[config.mk]
export PLATFORM = sky130hd
export DESIGN_NAME = seq_divider_32_bit
export DESIGN_NICKNAME = d
export VERILOG_FILES = /design/src/rtl/seq_divider_32_bit.sv
export SDC_FILE = /design/constraint.sdc
export NUM_CORES = 1
export LEC_CHECK = 0
export ABC_CLOCK_PERIOD_IN_PS = 2730
export CAP_MARGIN = 30
export CORE_UTILIZATION = 49
export DETAILED_ROUTE_END_ITERATION = 12
export PLACE_DENSITY_LB_ADDON = 0.05
export SLEW_MARGIN = 20
export SYNTH_ARGS = -nofsm -noshare
export SYNTH_HDL_FRONTEND = slang
export SYNTH_SLANG_ARGS = --single-unit
[constraint.sdc]
create_clock -name clk -period 2.73 [get_ports clk]
set_input_delay 0.4095 -clock clk [delete_from_list [all_inputs] [get_ports clk]]
set_output_delay 0.4095 -clock clk [all_outputs]
set_load 0.02 [all_outputs]
[src/rtl/seq_divider_32_bit.sv]
// rtl/seq_divider_32_bit.sv - sequential restoring divider, one quotient bit per cycle
// Optional signed support is built when the macro SEQ_DIV_SIGNED_EN is defined;
// otherwise is_signed is ignored and every operation is unsigned.
module seq_divider_32_bit #(
  parameter int WIDTH = 32
) (
  input  logic             clk,
  input  logic             rst,
  input  logic             in_valid,
  output logic             in_ready,
  input  logic [WIDTH-1:0] dividend,
  input  logic [WIDTH-1:0] divisor,
  input  logic             is_signed,
  output logic             out_valid,
  input  logic             out_ready,
  output logic [WIDTH-1:0] quotient,
  output logic [WIDTH-1:0] remainder,
  output logic             div_by_zero
);

  localparam int CW = $clog2(WIDTH);

  typedef enum logic [1:0] {IDLE, CALC, DONE} state_e;

  state_e           state_q, state_d;
  logic [CW-1:0]    count_q, count_d;
  logic [WIDTH:0]   rem_q, rem_d;      // shared partial remainder
  logic [WIDTH-1:0] dvd_q, dvd_d;      // dividend shifts out, quotient shifts in
  logic [WIDTH-1:0] dvs_q, dvs_d;
  logic [WIDTH-1:0] quot_q, quot_d;
  logic [WIDTH-1:0] remo_q, remo_d;
  logic             dbz_q, dbz_d;

  logic [WIDTH-1:0] a_mag, b_mag;
  logic             neg_quot, neg_rem;
  logic [WIDTH:0]   r_shift, r_next;
  logic [WIDTH+1:0] sub;
  logic             ge;
  logic [WIDTH-1:0] q_next, fin_q, fin_r;

`ifdef SEQ_DIV_SIGNED_EN
  logic neg_quot_q, neg_quot_d, neg_rem_q, neg_rem_d;
  logic a_neg, b_neg;

  // Operand magnitudes and result signs for signed mode
  always_comb begin
    a_neg = is_signed & dividend[WIDTH-1];
    b_neg = is_signed & divisor[WIDTH-1];
    a_mag = a_neg ? (~dividend + 1'b1) : dividend;
    b_mag = b_neg ? (~divisor + 1'b1) : divisor;
  end

  assign neg_quot = neg_quot_q;
  assign neg_rem  = neg_rem_q;

  // Sign flags captured with the operands
  always_ff @(posedge clk) begin
    if (rst) begin
      neg_quot_q <= 1'b0;
      neg_rem_q  <= 1'b0;
    end else begin
      neg_quot_q <= neg_quot_d;
      neg_rem_q  <= neg_rem_d;
    end
  end
`else
  logic unused_is_signed;
  assign unused_is_signed = is_signed;
  assign a_mag    = dividend;
  assign b_mag    = divisor;
  assign neg_quot = 1'b0;
  assign neg_rem  = 1'b0;
`endif

  // One restoring step plus the final sign fix-up
  always_comb begin
    r_shift = {rem_q[WIDTH-1:0], dvd_q[WIDTH-1]};
    sub     = {1'b0, r_shift} - {2'b00, dvs_q};
    ge      = ~sub[WIDTH+1];
    r_next  = ge ? sub[WIDTH:0] : r_shift;
    q_next  = {dvd_q[WIDTH-2:0], ge};
    fin_q   = neg_quot ? (~q_next + 1'b1) : q_next;
    fin_r   = neg_rem ? (~r_next[WIDTH-1:0] + 1'b1) : r_next[WIDTH-1:0];
  end

  // Next-state and datapath control
  always_comb begin
    state_d = state_q;
    count_d = count_q;
    rem_d   = rem_q;
    dvd_d   = dvd_q;
    dvs_d   = dvs_q;
    quot_d  = quot_q;
    remo_d  = remo_q;
    dbz_d   = dbz_q;
`ifdef SEQ_DIV_SIGNED_EN
    neg_quot_d = neg_quot_q;
    neg_rem_d  = neg_rem_q;
`endif
    case (state_q)
      IDLE: begin
        if (in_valid) begin
          dvd_d   = a_mag;
          dvs_d   = b_mag;
          rem_d   = '0;
          count_d = '0;
`ifdef SEQ_DIV_SIGNED_EN
          neg_quot_d = a_neg ^ b_neg;
          neg_rem_d  = a_neg;
`endif
          if (divisor == '0) begin
            state_d = DONE;
            quot_d  = '1;
            remo_d  = dividend;
            dbz_d   = 1'b1;
          end else begin
            state_d = CALC;
            dbz_d   = 1'b0;
          end
        end
      end
      CALC: begin
        rem_d   = r_next;
        dvd_d   = q_next;
        count_d = count_q + 1'b1;
        if (count_q == CW'(WIDTH - 1)) begin
          state_d = DONE;
          quot_d  = fin_q;
          remo_d  = fin_r;
          dbz_d   = 1'b0;
        end
      end
      DONE: begin
        if (out_ready) state_d = IDLE;
      end
      default: state_d = IDLE;
    endcase
  end

  // State and datapath registers
  always_ff @(posedge clk) begin
    if (rst) begin
      state_q <= IDLE;
      count_q <= '0;
      rem_q   <= '0;
      dvd_q   <= '0;
      dvs_q   <= '0;
      quot_q  <= '0;
      remo_q  <= '0;
      dbz_q   <= 1'b0;
    end else begin
      state_q <= state_d;
      count_q <= count_d;
      rem_q   <= rem_d;
      dvd_q   <= dvd_d;
      dvs_q   <= dvs_d;
      quot_q  <= quot_d;
      remo_q  <= remo_d;
      dbz_q   <= dbz_d;
    end
  end

  assign in_ready    = (state_q == IDLE);
  assign out_valid   = (state_q == DONE);
  assign quotient    = quot_q;
  assign remainder   = remo_q;
  assign div_by_zero = dbz_q;

endmodule

==> flow_summary.json <==
{
  "setup_viol": 0,
  "cp.arrival_ns": 3.07,
  "critPathMaxFanout": 7,
  "yosysSeqAreaShare_pct": 37.9,
  "synth_cells": 1145,
  "place.gp.congestion": 0.890,
  "drt_iter0_markers": 579,
  "end_kind": "register",
  "nNetsFinal": 1444,
  "dieArea_um2": 18700,
  "fillers": 1462,
  "swShare_pct": 41.4,
  "vias": 8963,
  "slew_violations": 0,
  "crit_type": "register to register",
  "grt_pass1_wl_mm": 42.2,
  "synth-seq-cells": 168,
  "cap_violations": 0,
  "synth_area_um2": 8870,
  "finalCritPeriodShare_pct": 99.5,
  "port_buffers": 134,
  "initial_utilization_pct": 50.8,
  "p_clk_share_pct": 20.8,
  "syn-num-nets": 1249,
  "fin_worst_skew_ns": 0.00814,
  "hpwl_mm": 19.2,
  "status": "completed",
  "rsz0062_at_grt": "yes",
  "p_total_mw": 11.7,
  "syn_avg_cell_area_um2": 7.75,
  "via_per_inst": 5.68,
  "cts.htree.levels": 4,
  "design.core.area_um2": 17500,
  "groute.usage.overall_pct": 29.1,
  "p_per_area_nw_per_um2": 947,
  "die_h_um": 137,
  "cts_tree": "done",
  "diodes": 0,
  "async_reset_ff_share_pct": 0,
  "maxSlewHeadroom_pct": 51.8,
  "routed_wirelength_mm": 26.9,
  "io-pin-count": 136,
  "switching_power_mw": 4.83,
  "vdd_drop_max_v": 0.000764,
  "first_pass_iters": 5,
  "critPathLaunchType": "register",
  "rows": 48,
  "synth_edf_count": 0,
  "antenna_found_initial": 0,
  "fp.dieW_um": 137,
  "power.share.sequential_pct": 24.1,
  "numCtsBuffers": 17,
  "fin_crit_ns": 2.72,
  "total_leakage_power_nw": 4.77,
  "holdBufCountCts": 0,
  "cts_sinks": 168,
  "finalHoldViolations": 0,
  "grt_remaining_overflow": 0,
  "tightest_slew_ns": 0.723,
  "utilization_pct": 70.5,
  "yosysWarnings": 0,
  "cts_root_buf": "clkbuf_16",
  "clk_pin_slew_worst_paths_ns": 0.07,
  "drive_gt1_share_pct": 20.9,
  "first_global_vias": 8114,
  "yosysUniqueCellTypes": 68,
  "pwr-share-comb_pct": 55.1,
  "internal-power_mw": 6.84,
  "min_path_type": "primary input to register",
  "clock_path_buffers": 2,
  "area_growth_pct": 38.9,
  "remaining_drc_errors": 0,
  "ant_nets": 0,
  "grt_max_degree": 126,
  "required_ns": 3.08,
  "synth_ff_type": "dfxtp_1",
  "wl_per_cell_um": 17.0,
  "r2r_setup_slack_ns": 0.01,
  "clock_latency_ns": 0.44,
  "timing.fmax_mhz": 368
}
==> per-layer routing <==
layer  vias up  wire length, um  global-route usage [%]
li1       4437                -                       -
met1      4188            12600                    42.3
met2       305            12200                    44.0
met3        33             1670                    4.78
met4         0              488                    8.58
met5         -                0                       0
==> power groups by stage <==
stage | Combinational (mW) | Clock, mW | Sequential [mW]
detailed placement | 4.93 | 0 | 2.83
finish | 6.43 | 2.43 | 2.81
global route | 6.84 | 2.55 | 2.83
global placement | 4.90 | 0 | 2.83
CTS | 5.50 | 2.46 | 2.79
floorplan | 3.38 | 0 | 2.78
==> stage by stage <==
step	area [um^2]	instances	setup TNS [ns]	hold slack [ns]	setup WS (ns)
global placement	11100	1534	-3.34	0.443	-0.104
floorplan	8880	1145	0	0.436	0.00959
detailed placement	11100	1534	-6.21	0.447	-0.163
finish	12300	1578	0	0.421	0.0142
CTS	11900	1574	-0.0180	0.395	-0.0180
global route	12300	1578	-2.68	0.416	-0.107
==> synth_stat cells (3+ instances only) <==
master | instances | area [um^2]
buf_6 | 4 | 45.0
a211oi_2 | 10 | 125
xnor2_1 | 14 | 123
a31oi_1 | 17 | 106
dfxtp_1 | 168 | 3360
ha_1 | 34 | 425
nor4_1 | 13 | 81.3
nor3_1 | 47 | 235
and2_1 | 5 | 31.3
nor3b_1 | 5 | 37.5
or4_1 | 5 | 37.5
a221o_1 | 5 | 50.1
and4_1 | 3 | 26.3
a22oi_1 | 5 | 37.5
buf_2 | 5 | 25.0
nand2_1 | 197 | 739
o21ai_1 | 4 | 20.0
and3_1 | 4 | 25.0
nand3_1 | 14 | 70.1
xor2_1 | 13 | 114
nor2_1 | 151 | 567
mux2i_1 | 6 | 60.1
buf_1 | 8 | 30.0
a21oi_1 | 111 | 556
nand4_1 | 9 | 56.3
clkbuf_1 | 65 | 244
nand3b_1 | 4 | 30.0
nor2b_1 | 9 | 56.3
nand2b_1 | 5 | 31.3
or3_1 | 11 | 68.8
a32oi_1 | 4 | 35.0
a311oi_2 | 8 | 120
a21o_1 | 21 | 158
o211ai_1 | 3 | 22.5
a311oi_1 | 31 | 272
nand3_2 | 8 | 80.1
inv_1 | 34 | 128
a211oi_1 | 7 | 52.6
o31ai_1 | 7 | 52.6
o21ai_0 | 38 | 190
==> repair_timing <==
| action | 4_1_cts | 5_1_grt |
|---|---|---|
| gates resized for setup | 47 | 73 |
| buffers inserted | 8 | 7 |
| endpoints found under the setup margin | 54 | 63 |
| pin swaps | 27 | 47 |
==> worst max-delay path: stages, from the launching register on <==
cell	delay, ns
dfxtp_2	0.33
inv_1	0.06
ha_4	0.28
and4_4	0.24
nand4_1	0.11
a21oi_2	0.17
nor3_2	0.08
o21ai_2	0.21
a31oi_4	0.13
buf_12	0.17
buf_8	0.14
or4_4	0.53
a311oi_2	0.20
==> flip-flops by register name (all words and copies together), names as in the netlist <==
name,count
dvs_q,32
quotient,32
div_by_zero,1
dvd_q,32
rem_q,32
remainder,32
state_q,2
count_q,5
==> cells by family (layout without fill, tap and decap cells) <==
logic type	after synthesis	count (layout)	share of synthesized area, %
muxes	8	8	0.931
AOI/OAI and AO/OA	292	292	22.7
adders and majority gates	35	35	5.02
and+or+nand+nor	496	496	25.1
DFF	168	168	37.9
buffers and inverters	119	327	5.77
xor gates and xnor gates	27	27	2.67
==> final cells by class <==
cell class	instances	area, um^2	share of cell area, %
multi-input combinational	858	5540	45.0
tap	225	282	2.28
inverter	34	128	1.04
clock inverter	14	154	1.25
timing repair buffer	261	2410	19.5
clock buffer	18	429	3.48
sequential	168	3380	27.4
==> final timing paths <==
path	startpoint	to	cells past startpoint
worst max-delay path	dvs_q[9]$_SDFFE_PP0P_	remainder[2]$_SDFFE_PP0P_	12
worst min register to register	dvs_q[19]$_SDFFE_PP0P_	dvs_q[19]$_SDFFE_PP0P_	2
worst max register to register	dvs_q[9]$_SDFFE_PP0P_	remainder[2]$_SDFFE_PP0P_	12
worst min-delay path	rst	remainder[25]$_SDFFE_PP0P_	2
==> cell usage in the layout (no fill, tap or decap), types with 6 or more instances in the layout <==
cell type	synthesis	routed
nand2_1	197	194
a21oi_2	0	14
a21oi_1	111	97
nand4_1	9	9
nor3_1	47	45
clkdlybuf4s50_1	0	133
a31oi_1	17	11
dfxtp_1	168	154
a311oi_2	8	8
nand3_1	14	13
a31oi_4	0	7
nor2_1	151	150
a311oi_1	31	31
a211oi_2	10	14
inv_1	34	30
nand3_4	0	7
inv_8	0	6
clkbuf_16	0	17
dfxtp_2	0	13
nor4_1	13	9
xnor2_1	14	13
nor2b_1	9	6
or3_1	11	10
buf_4	0	116
ha_1	34	25
o21ai_0	38	35
a21o_1	21	21
ha_4	0	7
buf_12	1	7
xor2_1	13	13
No activity file was read; power rests on OpenSTA's default activity.
